### config.mk
export PLATFORM = sky130hd
export DESIGN_NAME = main_fsm_decoder
export DESIGN_NICKNAME = d
export VERILOG_FILES = /design/src/rtl/main_fsm_decoder.sv
export SDC_FILE = /design/constraint.sdc
export NUM_CORES = 1
export LEC_CHECK = 0
export CORE_AREA = 10 10 47 49
export DETAILED_ROUTE_END_ITERATION = 12
export DIE_AREA = 0 0 57 59
export PLACE_DENSITY = 0.68
export SYNTH_ARGS = -nofsm -noshare
export SYNTH_HDL_FRONTEND = slang
export SYNTH_SLANG_ARGS = --single-unit
### constraint.sdc
create_clock -name clk -period 1.86 [get_ports clk]
set_input_delay 0.186 -clock clk [delete_from_list [all_inputs] [get_ports clk]]
set_output_delay 0.186 -clock clk [all_outputs]
set_load 0.1 [all_outputs]
### src/rtl/main_fsm_decoder.sv
// main_fsm_decoder: Moore control FSM for the multicycle ARM datapath.
// Steps each instruction through fetch, decode, execute and writeback, and
// drives the datapath mux selects, ALUOp and the raw write enables.
// Optional build macro: MAIN_FSM_UNDEF_TRAP_EN. When it is defined, an
// undefined instruction (Op=11) traps into an absorbing HALT state. When it
// is not defined, Op=11 is treated as a 2-cycle NOP.

module main_fsm_decoder #(
    parameter int unsigned STATE_W = 4
) (
    input  logic               clk,
    input  logic               reset,
    input  logic [1:0]         Op,
    input  logic [5:0]         Funct,
    output logic               IRWrite,
    output logic               AdrSrc,
    output logic [1:0]         ALUSrcA,
    output logic [1:0]         ALUSrcB,
    output logic [1:0]         ResultSrc,
    output logic               ALUOp,
    output logic               NextPC,
    output logic               RegW,
    output logic               MemW,
    output logic               Branch,
    output logic [STATE_W-1:0] State
);

    // The encodings are implicit and sequential, so FETCH=0 through BRANCH=9.
    // HALT=10 exists only in the trap build.
    typedef enum logic [STATE_W-1:0] {
        FETCH,
        DECODE,
        MEMADR,
        MEMREAD,
        MEMWB,
        MEMWRITE,
        EXECUTER,
        EXECUTEI,
        ALUWB,
        BRANCH
`ifdef MAIN_FSM_UNDEF_TRAP_EN
        , HALT
`endif
    } state_t;

    state_t state_q;
    state_t state_d;

    // Raw per-state outputs, before the reset gating is applied.
    logic       irwrite_raw;
    logic       adrsrc_raw;
    logic [1:0] alusrca_raw;
    logic [1:0] alusrcb_raw;
    logic [1:0] resultsrc_raw;
    logic       aluop_raw;
    logic       nextpc_raw;
    logic       regw_raw;
    logic       memw_raw;
    logic       branch_raw;

    // Only I (bit 5) and S/L (bit 0) steer the sequence. The ALU decoder
    // consumes the remaining Funct bits.
    logic unused_funct_bits;
    assign unused_funct_bits = ^Funct[4:1];

    // State register. Reset is asynchronous and aborts any instruction at once.
    always_ff @(posedge clk or posedge reset) begin
        if (reset) begin
            state_q <= FETCH;
        end else begin
            state_q <= state_d;
        end
    end

    // Next-state logic. Op and Funct are looked at only in DECODE and MEMADR.
    always_comb begin
        state_d = FETCH;
        case (state_q)
            FETCH:    state_d = DECODE;
            DECODE: begin
                case (Op)
                    2'b00:   state_d = Funct[5] ? EXECUTEI : EXECUTER;
                    2'b01:   state_d = MEMADR;
                    2'b10:   state_d = BRANCH;
                    default: begin
`ifdef MAIN_FSM_UNDEF_TRAP_EN
                        state_d = HALT;
`else
                        state_d = FETCH;
`endif
                    end
                endcase
            end
            MEMADR:   state_d = Funct[0] ? MEMREAD : MEMWRITE;
            MEMREAD:  state_d = MEMWB;
            MEMWB:    state_d = FETCH;
            MEMWRITE: state_d = FETCH;
            EXECUTER: state_d = ALUWB;
            EXECUTEI: state_d = ALUWB;
            ALUWB:    state_d = FETCH;
            BRANCH:   state_d = FETCH;
`ifdef MAIN_FSM_UNDEF_TRAP_EN
            HALT:     state_d = HALT;
`endif
            default:  state_d = FETCH;
        endcase
    end

    // Moore output decode. Every output is 0 unless the current state sets it.
    always_comb begin
        irwrite_raw   = 1'b0;
        adrsrc_raw    = 1'b0;
        alusrca_raw   = 2'b00;
        alusrcb_raw   = 2'b00;
        resultsrc_raw = 2'b00;
        aluop_raw     = 1'b0;
        nextpc_raw    = 1'b0;
        regw_raw      = 1'b0;
        memw_raw      = 1'b0;
        branch_raw    = 1'b0;
        case (state_q)
            FETCH: begin
                irwrite_raw   = 1'b1;
                nextpc_raw    = 1'b1;
                alusrca_raw   = 2'b01;
                alusrcb_raw   = 2'b10;
                resultsrc_raw = 2'b10;
            end
            DECODE: begin
                alusrca_raw   = 2'b01;
                alusrcb_raw   = 2'b10;
                resultsrc_raw = 2'b10;
            end
            MEMADR: begin
                alusrcb_raw   = 2'b01;
            end
            MEMREAD: begin
                adrsrc_raw    = 1'b1;
            end
            MEMWB: begin
                resultsrc_raw = 2'b01;
                regw_raw      = 1'b1;
            end
            MEMWRITE: begin
                adrsrc_raw    = 1'b1;
                memw_raw      = 1'b1;
            end
            EXECUTER: begin
                aluop_raw     = 1'b1;
            end
            EXECUTEI: begin
                alusrcb_raw   = 2'b01;
                aluop_raw     = 1'b1;
            end
            ALUWB: begin
                regw_raw      = 1'b1;
            end
            BRANCH: begin
                alusrcb_raw   = 2'b01;
                resultsrc_raw = 2'b10;
                branch_raw    = 1'b1;
            end
            default: begin
                // HALT and unused encodings keep every output at 0.
            end
        endcase
    end

    // While reset is held, the state sits in FETCH. FETCH would normally
    // assert IRWrite and NextPC, so all enables are masked here. The selects
    // keep their FETCH values.
    assign IRWrite   = irwrite_raw & ~reset;
    assign NextPC    = nextpc_raw  & ~reset;
    assign RegW      = regw_raw    & ~reset;
    assign MemW      = memw_raw    & ~reset;
    assign Branch    = branch_raw  & ~reset;
    assign AdrSrc    = adrsrc_raw;
    assign ALUSrcA   = alusrca_raw;
    assign ALUSrcB   = alusrcb_raw;
    assign ResultSrc = resultsrc_raw;
    assign ALUOp     = aluop_raw;
    assign State     = state_q;

endmodule
==> run metrics <==
DP Wirelength 976 um; Avg WL per Cell 14.6 um; Cells after DPL 78; outcome complete, no violations; WHS 0.470 ns; post-synthesis instance total 46; register area share after synthesis 26.8%; post-route ant nets 0; average size of a mapped cell 8.13 um^2; # IOs 27; Required @ worst endpoint roughly 1.7 ns; Final Max Tran Viols 0; drt total wl 1180 um; R2R setup slack 0.57 ns; critical path type reg2out; Crit. End Element output pin; CTS buffer count 3; cell taking the most area after synthesis dfrtp_1; Seq cells post-synth 4; RR Startpoint State[2]$_DFF_PP0_; Post-CTS Setup Inserts 0; htree depth 1; type of origin of the critical path flop; clock root cell clkbuf_4; Synth area leaders dfrtp_1, buf_4, a21oi_1; Overflow after GRT 0; Starting DRT DRC Count 1; number of global-route vias before repair 457; die width 57 um; row count 14; CP Max Fanout 5; Residual DRC 0; # port buffers 21; share of layout cells above drive strength 1 56.9%; RSZ-0062 raised after global routing no; final core occ 60.9%; final setup fails 0; Register-to-Register Path Depth 4; clock buffer depth 2; Initial Util 26.7%; # diodes 0; Placer Congestion 0.748; first-pass GRT wire length ~2000 um; top cell type's share of synthesized area 26.8%; Worst-path clk slew 0.04 ns; Area Overhead vs Synth 128%; die height 59 um; core area 1400 um^2; via count 401; maxcap violations 0; Synthesis Warnings 0; TritonCTS Sinks 4; Worst Skew 0.00258 ns; mapped cell area 374 um^2; Distinct cells, synth 23; GRT Total Usage 7.87%; maximum number of pins on one net before global-route repair 18; full die area 3360 um^2; antenna violations before repair 0; Finished Layout Cells 81; CTS tree yes; Final Hold Fails 0; Syn Nets 56; via/cell ratio 4.95; Final period util 95.4%; Layout Nets 77; worst min-delay path class in2async; Hold-fix buffers, CTS 0; DR pass1 iterations 2; minimum clock period after layout 1.77 ns; f_max 564 MHz; reg2reg end State[3]$_DFF_PP0_; worst path arrival time 1.59 ns; worst-skew pair later-pin latency around 0.24 ns; number of flip-flops in the largest register 4; post_cts resized 0
[synth_stat cells]
cell type and count:
buf_4 6, a21oi_1 4, dfrtp_1 4, nor2_1 4, nand2b_1 3, nor4_1 3, o21ai_0 3, inv_1 2
nand3_1 2, xnor2_1 2, a211oi_1 1, a41o_1 1, and2_4 1, buf_6 1, conb_1 1, nand2_1 1
nor2b_1 1, nor2b_4 1, nor3_1 1, nor3_2 1, nor3b_1 1, nor4_2 1, or2_1 1
[worst max-delay path by stage]
| stage | from | to | slack, ns | cells after the start |
|---|---|---|---|---|
| final | State[2]$_DFF_PP0_ | NextPC | 0.09 | 3 |
| after global routing | State[2]$_DFF_PP0_ | IRWrite | 0.04 | 3 |
| after CTS | State[2]$_DFF_PP0_ | NextPC | 0.06 | 3 |
| after detailed placement | reset | Branch | 0.22 | 3 |
| after global placement | reset | Branch | 0.26 | 3 |
| after floorplan | State[2]$_DFF_PP0_ | NextPC | -0.84 | 4 |
[stage by stage]
| stage | TNS (ns) | worst slack (ns) | instance area (um^2) |
|---|---|---|---|
| after global placement | 0 | 0.265 | 831 |
| after detailed placement | 0 | 0.222 | 831 |
| after global routing | 0 | 0.0365 | 853 |
| final | 0 | 0.0858 | 853 |
| after CTS | 0 | 0.0649 | 853 |
| after floorplan | -3.69 | -0.844 | 504 |
[worst max-delay path, stage by stage (launching register included)]
cell	delay (ns)
dfrtp_4	0.47
or2_4	0.29
nor4_4	0.36
buf_12	0.23
[cell type report]
| type | instances | area [um^2] |
|---|---|---|
| Tap cell | 16 | 20.0 |
| Clock buffer | 3 | 22.5 |
| Timing Repair Buffer | 23 | 385 |
| Inverter | 2 | 7.51 |
| Multi-Input combinational cell | 33 | 303 |
| Sequential cell | 4 | 115 |
| Fill cell | 115 | 548 |
[placed cells by master (no fill, tap or decap)]
cell type        count
xnor2_1              2
o21ai_2              1
nand3_1              2
nor2_1               3
nand2b_1             3
nor3b_1              1
nor2b_4              1
nor3_4               2
buf_12              16
a211oi_4             1
nor2b_1              1
or2_4                1
nor2_2               1
inv_1                2
o21ai_0              2
clkbuf_4             3
clkdlybuf4s50_1      5
conb_1               1
nand2_1              1
buf_4                2
a21oi_1              4
nor4_4               4
a41o_1               1
and2_4               1
dfrtp_4              4
[per-layer routing]
layer | vias up | wire length [um] | share of wire, % | track usage (%)
met3 | 4 | 48 | 4.1 | 1.93
met4 | 0 | 62 | 5.2 | 10.1
met2 | 17 | 622 | 53 | 11.9
met1 | 188 | 450 | 38 | 7.85
li1 | 192 | - | - | -
met5 | - | 0 | 0 | 0
[cell families after synthesis]
family / share of synthesized area [%]
XOR/XNOR: 4.68
AO/OA/AOI/OAI: 14.0
other: 1.00
flip-flops: 26.8
buffers and inverters: 17.1
AND/OR/NAND/NOR: 36.5
Power is left out: the tool's default activity adds up to more than one toggle a clock period on the data nets, which glitch-free logic cannot reach.
